===== src/rtl/onehot_to_bin_enc.sv =====
// Registered one-hot to binary encoder with legality flags, saturating multi-hot
// counter and a 2-entry skid buffer. Define ONEHOT_PRIORITY_RESOLVE_EN to resolve
// multi-hot vectors to their highest set bit instead of 0.
module onehot_to_bin_enc #(
    parameter int N     = 8,
    localparam int W    = $clog2(N),
    parameter int CNT_W = 8
) (
    input  logic             clk,
    input  logic             rst,
    input  logic [N-1:0]     onehot_in,
    input  logic             in_valid,
    output logic             in_ready,
    output logic [W-1:0]     bin_out,
    output logic             zero_flag,
    output logic             err_flag,
    output logic             out_valid,
    input  logic             out_ready,
    input  logic             err_clr,
    output logic [CNT_W-1:0] err_cnt
);

    typedef enum logic [1:0] {
        ST_EMPTY = 2'd0,
        ST_ONE   = 2'd1,
        ST_FULL  = 2'd2
    } state_e;

    typedef struct packed {
        logic [W-1:0] bin;
        logic         zero;
        logic         err;
    } beat_t;

    function automatic beat_t encode(input logic [N-1:0] v);
        beat_t        b;
        logic [1:0]   cnt;
        logic [W-1:0] idx;
        cnt = 2'd0;
        idx = {W{1'b0}};
        // The last set bit visited is the highest, which is what priority resolve wants.
        for (int i = 0; i < N; i++) begin
            if (v[i]) begin
                idx = W'(i);
                if (cnt != 2'd2) begin
                    cnt = cnt + 2'd1;
                end else begin
                    cnt = cnt;
                end
            end else begin
                idx = idx;
            end
        end
        b.bin  = {W{1'b0}};
        b.zero = 1'b0;
        b.err  = 1'b0;
        case (cnt)
            2'd0: b.zero = 1'b1;
            2'd1: b.bin  = idx;
            default: begin
                b.err = 1'b1;
`ifdef ONEHOT_PRIORITY_RESOLVE_EN
                b.bin = idx;
`else
                b.bin = {W{1'b0}};
`endif
            end
        endcase
        return b;
    endfunction

    state_e           state_q, state_d;
    beat_t            main_q, main_d;
    beat_t            skid_q, skid_d;
    beat_t            enc_s;
    logic             in_ready_q, in_ready_d;
    logic             out_valid_q, out_valid_d;
    logic [CNT_W-1:0] err_cnt_q, err_cnt_d;
    logic             in_fire_s, out_fire_s;

    assign enc_s      = encode(onehot_in);
    assign in_fire_s  = in_valid && in_ready_q;
    assign out_fire_s = out_valid_q && out_ready;

    // Skid-buffer next state, payload steering and counter update.
    always_comb begin
        state_d     = state_q;
        main_d      = main_q;
        skid_d      = skid_q;
        case (state_q)
            ST_EMPTY: begin
                if (in_fire_s) begin
                    state_d = ST_ONE;
                    main_d  = enc_s;
                end else begin
                    state_d = ST_EMPTY;
                end
            end
            ST_ONE: begin
                if (in_fire_s && !out_fire_s) begin
                    state_d = ST_FULL;
                    skid_d  = enc_s;
                end else if (in_fire_s && out_fire_s) begin
                    main_d  = enc_s;
                end else if (out_fire_s) begin
                    state_d = ST_EMPTY;
                end else begin
                    state_d = ST_ONE;
                end
            end
            ST_FULL: begin
                if (out_fire_s) begin
                    state_d = ST_ONE;
                    main_d  = skid_q;
                end else begin
                    state_d = ST_FULL;
                end
            end
            default: begin
                state_d = ST_EMPTY;
            end
        endcase
        in_ready_d  = (state_d != ST_FULL);
        out_valid_d = (state_d != ST_EMPTY);

        if (err_clr) begin
            err_cnt_d = {CNT_W{1'b0}};
        end else if (in_fire_s && enc_s.err && (err_cnt_q != {CNT_W{1'b1}})) begin
            err_cnt_d = err_cnt_q + {{(CNT_W-1){1'b0}}, 1'b1};
        end else begin
            err_cnt_d = err_cnt_q;
        end
    end

    // State, payload and counter registers.
    always_ff @(posedge clk or posedge rst) begin
        if (rst) begin
            state_q     <= ST_EMPTY;
            main_q      <= '0;
            skid_q      <= '0;
            in_ready_q  <= 1'b1;
            out_valid_q <= 1'b0;
            err_cnt_q   <= {CNT_W{1'b0}};
        end else begin
            state_q     <= state_d;
            main_q      <= main_d;
            skid_q      <= skid_d;
            in_ready_q  <= in_ready_d;
            out_valid_q <= out_valid_d;
            err_cnt_q   <= err_cnt_d;
        end
    end

    assign in_ready  = in_ready_q;
    assign out_valid = out_valid_q;
    assign bin_out   = main_q.bin;
    assign zero_flag = main_q.zero;
    assign err_flag  = main_q.err;
    assign err_cnt   = err_cnt_q;

endmodule


===== config.mk =====
export PLATFORM = sky130hd
export DESIGN_NAME = onehot_to_bin_enc
export DESIGN_NICKNAME = d
export VERILOG_FILES = /design/src/rtl/onehot_to_bin_enc.sv
export SDC_FILE = /design/constraint.sdc
export NUM_CORES = 1
export LEC_CHECK = 0
export BUFFER_PORTS_ARGS = -buffer_cell sky130_fd_sc_hd__buf_2
export CORE_UTILIZATION = 40
export CTS_CLUSTER_SIZE = 10
export DETAILED_ROUTE_END_ITERATION = 8
export PLACE_DENSITY_LB_ADDON = 0.15
export SYNTH_ARGS = -nofsm -noshare
export SYNTH_HDL_FRONTEND = slang
export SYNTH_SLANG_ARGS = --single-unit

===== constraint.sdc =====
create_clock -name clk -period 1.9 [get_ports clk]
set_input_delay 0.38 -clock clk [delete_from_list [all_inputs] [get_ports clk]]
set_output_delay 0.38 -clock clk [all_outputs]
set_load 0.02 [all_outputs]

Yosys cells after proc, flatten, opt, wreduce, memory -nomap -nowiden
Cells that the tools add are included.

word-level totals
  flip-flop bits (word level) = 22
  bits of input ports = 13
  output and inout port bits = 15
  word-level logic and storage cells = 87

cells by class
  add/subtract/negate cells = 8
  eq/ne operators = 16
  mux-type cells = 38
  reduce and logical (&&, ||, !) cells = 15

operator list
  cell                                                  count
  two-way mux 2 bit                                     17
  inequality test 2 bit (second input constant)         12
  two-way mux 3 bit                                     7
  two-way mux 5 bit                                     4
  two-way mux 8 bit                                     2
  case mux 5 bit (3 select lines)                       1
  adder 2 x 1 -> 2 bit (second input constant)          7
  adder 8 x 1 -> 8 bit (second input constant)          1
  inequality test 8 bit (second input constant)         1
  logical AND 1 bit                                     6
  two-way mux 1 bit                                     6
  case mux 2 bit (3 select lines)                       1
  AND reduction 5 bit                                   1
  equality test 2 x 1 -> 1 bit (second input constant)  2
  logical NOT 2 bit                                     2
  nonzero test 2 bit                                    2
  nonzero test 3 bit                                    1
  equality test 2 bit (second input constant)           1
  AND reduction 2 bit                                   1
  OR reduction 2 bit                                    1
  logical NOT 1 bit                                     1

Longest topological paths before layout
Gate-level depths: netlist of the first run.

  word-level depth = 29
  gate-level depth with buffers = 15
  depth with buffers taken out = 14

Worst setup path after synthesis of the first run
No wires, ideal clock.

  path type = input-to-reg
  from = input port onehot_in[0]
  to = register err_cnt_q[3] (netlist: err_cnt[3])
  setup time = 78 ps
  arrival = 3,184 ps
  required time = 1,822 ps
  setup slack = -1,362 ps
  stages = 15
  path buffers = 1
  cell sequence = inv_1 > ha_1 > nor3b_2 > nor3_1 > and4_1 > nor2_1 > a31o_2 > a22oi_1 > xnor2_1 > ha_1 > nand2b_1 > o311ai_2 > buf_6 > or3_1 > a21oi_1

on the way
  word-level cells in the longest chain between the ends = 28
  elaborated cells between the ends (all ways) = 36
  classes of those cells = add/sub: 7; eq/ne: 8; mux: 16; reduce/logical: 5

ends and longest elaborated chain
  what                                                                      RTL line  source
  start, declared                                                           11        input logic [N-1:0] onehot_in,
  two-way mux 1 bit *                                                       43        if (v[i]) begin
  adder 2 x 1 -> 2 bit / inequality test 2 bit (equally long branches)      46, 45
  two-way mux 2 bit                                                         45        if (cnt != 2'd2) begin
  two-way mux 2 bit *                                                       43
  adder 2 x 1 -> 2 bit / inequality test 2 bit (equally long branches)      46, 45
  two-way mux 2 bit                                                         45
  two-way mux 2 bit *                                                       43
  adder 2 x 1 -> 2 bit / inequality test 2 bit (equally long branches)      46, 45
  [... 11 more ...]                                                         n/a
  adder 2 x 1 -> 2 bit / inequality test 2 bit (equally long branches)      46, 45
  two-way mux 2 bit                                                         45
  two-way mux 2 bit *                                                       43
  equality test 2 x 1 -> 1 bit / logical NOT 2 bit (equally long branches)  57        case (cnt)
  OR reduction 2 bit (no source line) *                                     n/a
  two-way mux 1 bit *                                                       57
  logical AND 1 bit * (2 in a row)                                          128       end else if (in_fire_s && enc_s.err && (err_cnt_q != {CNT_W{1'b1}})) begin
  nonzero test 2 bit (no source line) *                                     n/a
  end signal, assigned                                                      143       err_cnt_q <= {CNT_W{1'b0}};
  end signal, assigned                                                      150       err_cnt_q <= err_cnt_d;
  end, declared                                                             78        logic [CNT_W-1:0] err_cnt_q, err_cnt_d;

Mark *: on every way between the ends. The rest lies on a longest branch, timed or not.
A chain may end at the register's enable or synchronous reset.

Worst setup path after layout of the first run
  from = input port onehot_in[0]
  to = register err_cnt_q[5] (netlist: err_cnt[5])

The elaborated chain is that of the path after synthesis.

==> run_results.csv, run 1 <==
group,metric,value,unit
outcome,run_status,"finished with violations",
outcome,violations,"DRC, setup timing",
logic_synthesis,seq_area_frac_synth,33.2,%
layout,fillers,356,
setup_path,startpoint_type,"primary input",
routing,ant_nets,0,
pwr,switching_power,0.880,mW
clocking,numCtsBuffers,3,
timing,slew_viol_final,0,
clocking,path_clk_slew,0.09,ns
routing,drc,1,
floorplanning,fp-row-count,23,
pwr,ir_worst_vdd,0.000467,V
place,portBuffers,27,
logic_synthesis,yosysWarningCount,0,
timing,setup_slack,-1.02,ns
clocking,cts_buffer_depth,2,
pwr,power.internal,1.45,mW
floorplanning,dieArea,4420,um2
floorplanning,die_y,66.5,um
logic_synthesis,ys_top_cells_by_count,"dfrtp_1, nor2_1, nand2_1",
setup_path,crit_required,2.10,ns
logic_synthesis,synth.most_common_cell,"dfrtp_1",
timing,max_clock_freq,0.343,GHz
place,gp_congestion,0.789,
setup_path,crit_path_cell_trace,"buf_8 > inv_6 > ha_4 > xnor2_2 > a211o_2 > nand2_4 > o221ai_4 > a31o_2 > a22oi_2 > xnor2_1 > ha_1 > nand2b_4 > o311ai_4 > or3_4 > a21oi_2",
timing,rsz0062_at_grt,"true",
setup_path,crit_cells,15,
layout,syn_to_final_growth,50.5,%
logic_synthesis,syn_nets,219,
global_route,grt_pass1_wl,7290,um
routing,vias_per_cell,5.44,
setup_path,reg2reg_depth,6,
logic_synthesis,async_reset_ff_share,100,%
timing,min_period,2.92,ns
min_path,hold_path_class,"primary input to asynchronous set/reset pin",
setup_path,crit_path_max_incr_delay,0.41,ns
timing,final.period_utilization,153,%
setup_path,crit_fanout,7,
logic_synthesis,synth_edf_count,0,
setup_path,cp_num_buf_inv,2,
floorplanning,core_area,4000,um2
clocking,cts-root-buf,"clkbuf_8",
job,max-cap-violations,0,
pwr,p_leak,1.17,nW
routing,drtPass1Iterations,6,
pwr,power.density,930,nW/um2
clocking,hold_buffers,0,
setup_path,cp_slowest_cell,"or3_4",
logic_synthesis,mappedNetlistArea,1660,um2
pwr,power,2.33,mW
clocking,clock-sinks,22,
logic_synthesis,yosys.area.top_type,"dfrtp_1",
floorplanning,ios,28,
clocking,cts_tree,"yes",
logic_synthesis,synth_top_area_share,31.6,%
floorplanning,initial_core_util,41.6,%
clocking,clock_latency,0.27,ns
logic_synthesis,postSynthAreaPerCell,8.32,um2
timing,setup_viol,18,
logic_synthesis,synthTopCellsByArea,"dfrtp_1, a21oi_1, ha_1",
global_route,grt_overflow,0,
pwr,clkPwrFrac,19.3,%
timing,worst_pin_slew,0.732,ns
clocking,htree_levels,1,
routing,via_count,1753,
setup_path,crit_type,"primary input to flop",
layout,fin_nets,292,
timing,hold_violations,0,
setup_path,cp_top_family,"compound AO/OA/AOI/OAI gates",
setup_path,endpoint_kind,"flop",
place,place_hpwl,3180,um
global_route,antenna_found_initial,0,
logic_synthesis,ys.flop_type,"dfrtp_1",
global_route,grt_usage,21.4,%
routing,wl,4490,um
routing,wl_per_cell,13.9,um
timing,finClkSkew,0.00761,ns
place,dp_slack,-1.49,ns
pwr,p_sw_share,37.8,%
pwr,combPwrFrac,50.2,%
global_route,grt_max_degree,23,
timing,maxSlewHeadroom,50.8,%
pwr,pwr-share-seq,30.5,%
layout,drive_gt1_share,47.1,%
global_route,grt_pass1_vias,1612,
layout,antenna_cells,0,
logic_synthesis,ys_ff_latch,22,
logic_synthesis,synthCells,200,
floorplanning,die_x,66.5,um
logic_synthesis,yosysUniqueCellTypes,58,
routing,initialDrtViolationCount,87,
setup_path,worst_ep_arrival_time,3.11,ns
state kept, by name, summed over array words and instances, names as in the netlist:
name / cells
bin_out: 3
err_cnt: 8
err_flag: 1
in_ready: 1
out_valid: 1
skid_q: 5
state_q: 2
zero_flag: 1
layer usage:
metal / vias up / global-route usage (%) / part of all wire [%]
met2: 42 / 37.0 / 49
li1: 877 / - / -
met5: - / 0 / 0
met4: 0 / 6.91 / 0.94
met3: 4 / 2.23 / 3.5
met1: 830 / 27.6 / 46
power groups by stage:
stage                     registers, mW  clock network [mW]  logic [mW]
after CTS                         0.712               0.452        1.14
after global routing              0.728               0.470        1.28
after detailed placement          0.722                   0        1.04
final                             0.710               0.450        1.17
after global placement            0.710                   0        1.03
after floorplan                   0.817                   0       0.621
stage by stage:
stage / setup TNS, ns / hold slack (ns) / instances / utilization, % / cell area, um2
final: -16.87 / 0.134 / 322 / 62.6 / 2500
after global routing: -18.54 / 0.174 / 322 / 62.6 / 2500
after CTS: -16.95 / 0.146 / 318 / 61.0 / 2440
after detailed placement: -24.18 / 0.434 / 307 / 54.4 / 2180
after global placement: -23.59 / 0.428 / 307 / 54.4 / 2180
after floorplan: -17.28 / 0.368 / 200 / - / 1730
cells in the final DEF (no fill, tap or decap), types with 4 or more instances in the layout:
| cell | n |
|---|---|
| buf_4 | 49 |
| buf_2 | 25 |
| dfrtp_1 | 21 |
| nor2_1 | 17 |
| nand2_1 | 14 |
| a21oi_1 | 12 |
| nand3_1 | 10 |
| o21ai_1 | 8 |
| inv_1 | 7 |
| or3_1 | 5 |
| and3_1 | 4 |
| a22o_1 | 4 |
| a31oi_1 | 4 |
| a21o_1 | 4 |
| o211ai_1 | 4 |
| a21oi_2 | 4 |
final cells by class:
class	count	area, um2	area share [%]
clock buffer	3	41.3	1.65
tap	50	62.6	2.50
inverter	9	41.3	1.65
clock inverter	1	30.0	1.20
sequential	22	552	22.0
timing repair buffer	78	546	21.8
multi-input combinational	159	1230	49.2
cell families after synthesis:
logic type | count (synthesis) | synth area share, %
adders and majority gates | 6 | 4.51
and+or+nand+nor | 78 | 24.7
muxes | 2 | 1.28
xor gates and xnor gates | 5 | 2.63
buffers and inverters | 20 | 5.71
AOI/OAI and AO/OA | 67 | 28.0
DFF | 22 | 33.2
worst register-to-register path: cells and delay by family, from the launching register on:
| kind | cells | cell delay, ns |
|---|---|---|
| AND/OR/NAND/NOR | 3 | 0.80 |
| AO/OA/AOI/OAI | 3 | 0.72 |
| flip-flops | 1 | 0.38 |
path summary, 6_finish.rpt:
| check | slack (ns) | end | start |
|---|---|---|---|
| max | -1.02 | err_cnt[5] | onehot_in[0] |
| max reg2reg | -0.06 | err_cnt[5] | err_cnt[3] |
| min reg2reg | 0.50 | skid_q[1] | skid_q[1] |
| max in group asynchronous | 1.49 | in_ready | rst |
| min in group clk | 0.39 | err_cnt[5] | err_clr |
| min | 0.13 | out_valid | rst |
timing repair:
action,in CTS,in global routing
endpoints found under the setup margin,18,18
resized for setup,32,13
setup buffers,6,4
pin swaps,23,15
gates cloned,1,0
(Power assumes the default switching activity.)
==> run 2, diff against run 1 <==
Settings changed: CELL_PAD_IN_SITES_DETAIL_PLACEMENT set to 1, CELL_PAD_IN_SITES_GLOBAL_PLACEMENT set to 2, CORE_MARGIN set to 5, CORE_UTILIZATION 40 to 30.
==> run_results.csv, run 2 (same netlist as run 1, synthesis figures left out) <==
group,metric,value,unit
outcome,run_status,"finished with violations",
outcome,violations,"setup timing",
floorplanning,ios,28,
layout,fillers,655,
timing,max_clock_freq,0.329,GHz
setup_path,cp_num_buf_inv,4,
layout,largest_reg_flops,8,
timing,hold_violations,0,
routing,wl_per_cell,15.9,um
place,place_hpwl,3960,um
layout,syn_to_final_growth,51.1,%
global_route,grt_pass1_wl,9290,um
routing,vias_per_cell,5.23,
layout,drive_gt1_share,47.2,%
min_path,hold_path_class,"primary input to asynchronous set/reset pin",
setup_path,startpoint_type,"primary input",
timing,worst_pin_slew,0.845,ns
timing,final.setup.tns,-18.55,ns
clocking,clock-sinks,22,
global_route,grt_overflow,0,
layout,instances_no_fill,343,
routing,routed-wl-met3,151,um
global_route,antenna_found_initial,0,
floorplanning,dieArea,7140,um2
setup_path,crit_fanout,5,
routing,wl,5440,um
pwr,pwr-share-seq,31.2,%
setup_path,crit_required,2.10,ns
place,gp_congestion,0.871,
clocking,htree_levels,1,
floorplanning,fp-row-count,27,
pwr,p_leak,1.15,nW
routing,initialDrtViolationCount,60,
timing,min_period,3.04,ns
clocking,cts_tree,"yes",
place,dpl.cell_count,326,
setup_path,cp_top_family,"simple AND/OR/NAND/NOR gates",
pwr,p_sw_share,39.9,%
clocking,cts-root-buf,"clkbuf_8",
layout,layout_common_cells,"buf_4, buf_2, dfrtp_1, nor2_1, nand2_1",
clocking,numCtsBuffers,3,
routing,wl_met2,2810,um
floorplanning,initial_core_util,30.6,%
timing,finClkSkew,0.00142,ns
routing,drc,0,
pwr,power,2.28,mW
timing,setup_viol,18,
floorplanning,die_x,84.5,um
routing,drtPass1Iterations,4,
setup_path,crit_path_cell_trace,"buf_8 > inv_6 > ha_4 > nor3b_4 > buf_4 > o31ai_4 > a21o_1 > and2_4 > o211ai_1 > a31oi_1 > ha_1 > nand2b_4 > o311ai_4 > buf_4 > or3_4 > a21oi_2",
pwr,power.density,905,nW/um2
layout,utilization,46.2,%
timing,slew_viol_final,0,
pwr,power.internal,1.37,mW
setup_path,worst_ep_arrival_time,3.23,ns
place,portBuffers,27,
clocking,path_clk_slew,0.08,ns
clocking,clock_latency,0.26,ns
clocking,cts_buffer_depth,2,
setup_path,endpoint_kind,"flop",
layout,final_common_cell,"buf_4",
layout,fin_nets,291,
routing,via_count,1793,
pwr,ir_worst_vdd,0.000417,V
global_route,grt_pass1_vias,1928,
timing,rsz0062_at_grt,"true",
timing,setup_slack,-1.14,ns
timing,holdWs,0.145,ns
floorplanning,core_area,5440,um2
setup_path,crit_path_max_incr_delay,0.36,ns
setup_path,crit_type,"primary input to flop",
routing,ant_nets,0,
routing,highest_layer,"met4",
setup_path,cp_slowest_cell,"or3_4",
routing,wl_met1,2340,um
place,dp_slack,-1.53,ns
pwr,combPwrFrac,53.9,%
layout,finalInstanceArea,2510,um2
global_route,grt_max_degree,23,
job,max-cap-violations,0,
pwr,clkPwrFrac,14.9,%
setup_path,cpMostUsedCell,"buf_4",
global_route,grt_usage,15.7,%
timing,maxSlewHeadroom,43.2,%
place,placed_area,2190,um2
layout,antenna_cells,0,
timing,final.period_utilization,160,%
pwr,switching_power,0.908,mW
floorplanning,die_y,84.5,um
-- run 2: cell count changes in the layout (fill, tap and decap cells not counted), sizes merged --
cell	previous run	this run
buf	78	77
bufinv	1	0
clkbuf	3	4
-- run 2: path summary, 6_finish.rpt --
| path | cells after the start | startpoint | endpoint | slack [ns] |
|---|---|---|---|---|
| worst max-delay path | 16 | onehot_in[1] | err_cnt[2] | -1.14 |
| worst min-delay path | 3 | rst | err_cnt[3] | 0.14 |
| worst max register to register | 7 | err_cnt[3] | err_cnt[2] | -0.16 |
| worst min register to register | 2 | skid_q[0] | skid_q[0] | 0.49 |
| max in group asynchronous | 3 | rst | in_ready | 1.48 |
| min in group clk | 2 | err_clr | err_cnt[2] | 0.38 |
-- run 2: final cells by class --
cell class                      instances  area (um2)  share of cell area [%]
Clock buffer                            4        55.1                    2.19
Timing Repair Buffer                   77         547                    21.7
Sequential cell                        22         552                    21.9
Multi-Input combinational cell        159        1230                    48.9
Tap cell                               72        90.1                    3.58
Inverter                                9        41.3                    1.64
-- run 2: tightest hold or removal path, delay by kind of cell --
family / cells / cell delay [ns]
buffers and inverters: 3 / 0.41
-- run 2: power groups by stage --
stage / Combinational [mW] / Sequential (mW) / Clock [mW]
global route: 1.35 / 0.727 / 0.366
global placement: 1.04 / 0.707 / 0
detailed placement: 1.09 / 0.721 / 0
CTS: 1.18 / 0.712 / 0.347
floorplan: 0.621 / 0.817 / 0
finish: 1.23 / 0.710 / 0.340
-- run 2: layer usage --
metal / up-vias / track usage, %
li1: 874 / -
met4: 0 / 5.32
met2: 31 / 29.7
met5: - / 0
met1: 876 / 18.3
met3: 12 / 1.57
-- run 2: timing repair --
item / in CTS / in global routing
pin swaps: 23 / 11
hold buffers: 0 / 0
gates cloned: 1 / 0
endpoints found under the setup margin: 18 / 18
resized for setup: 28 / 13
buffers inserted: 7 / 5
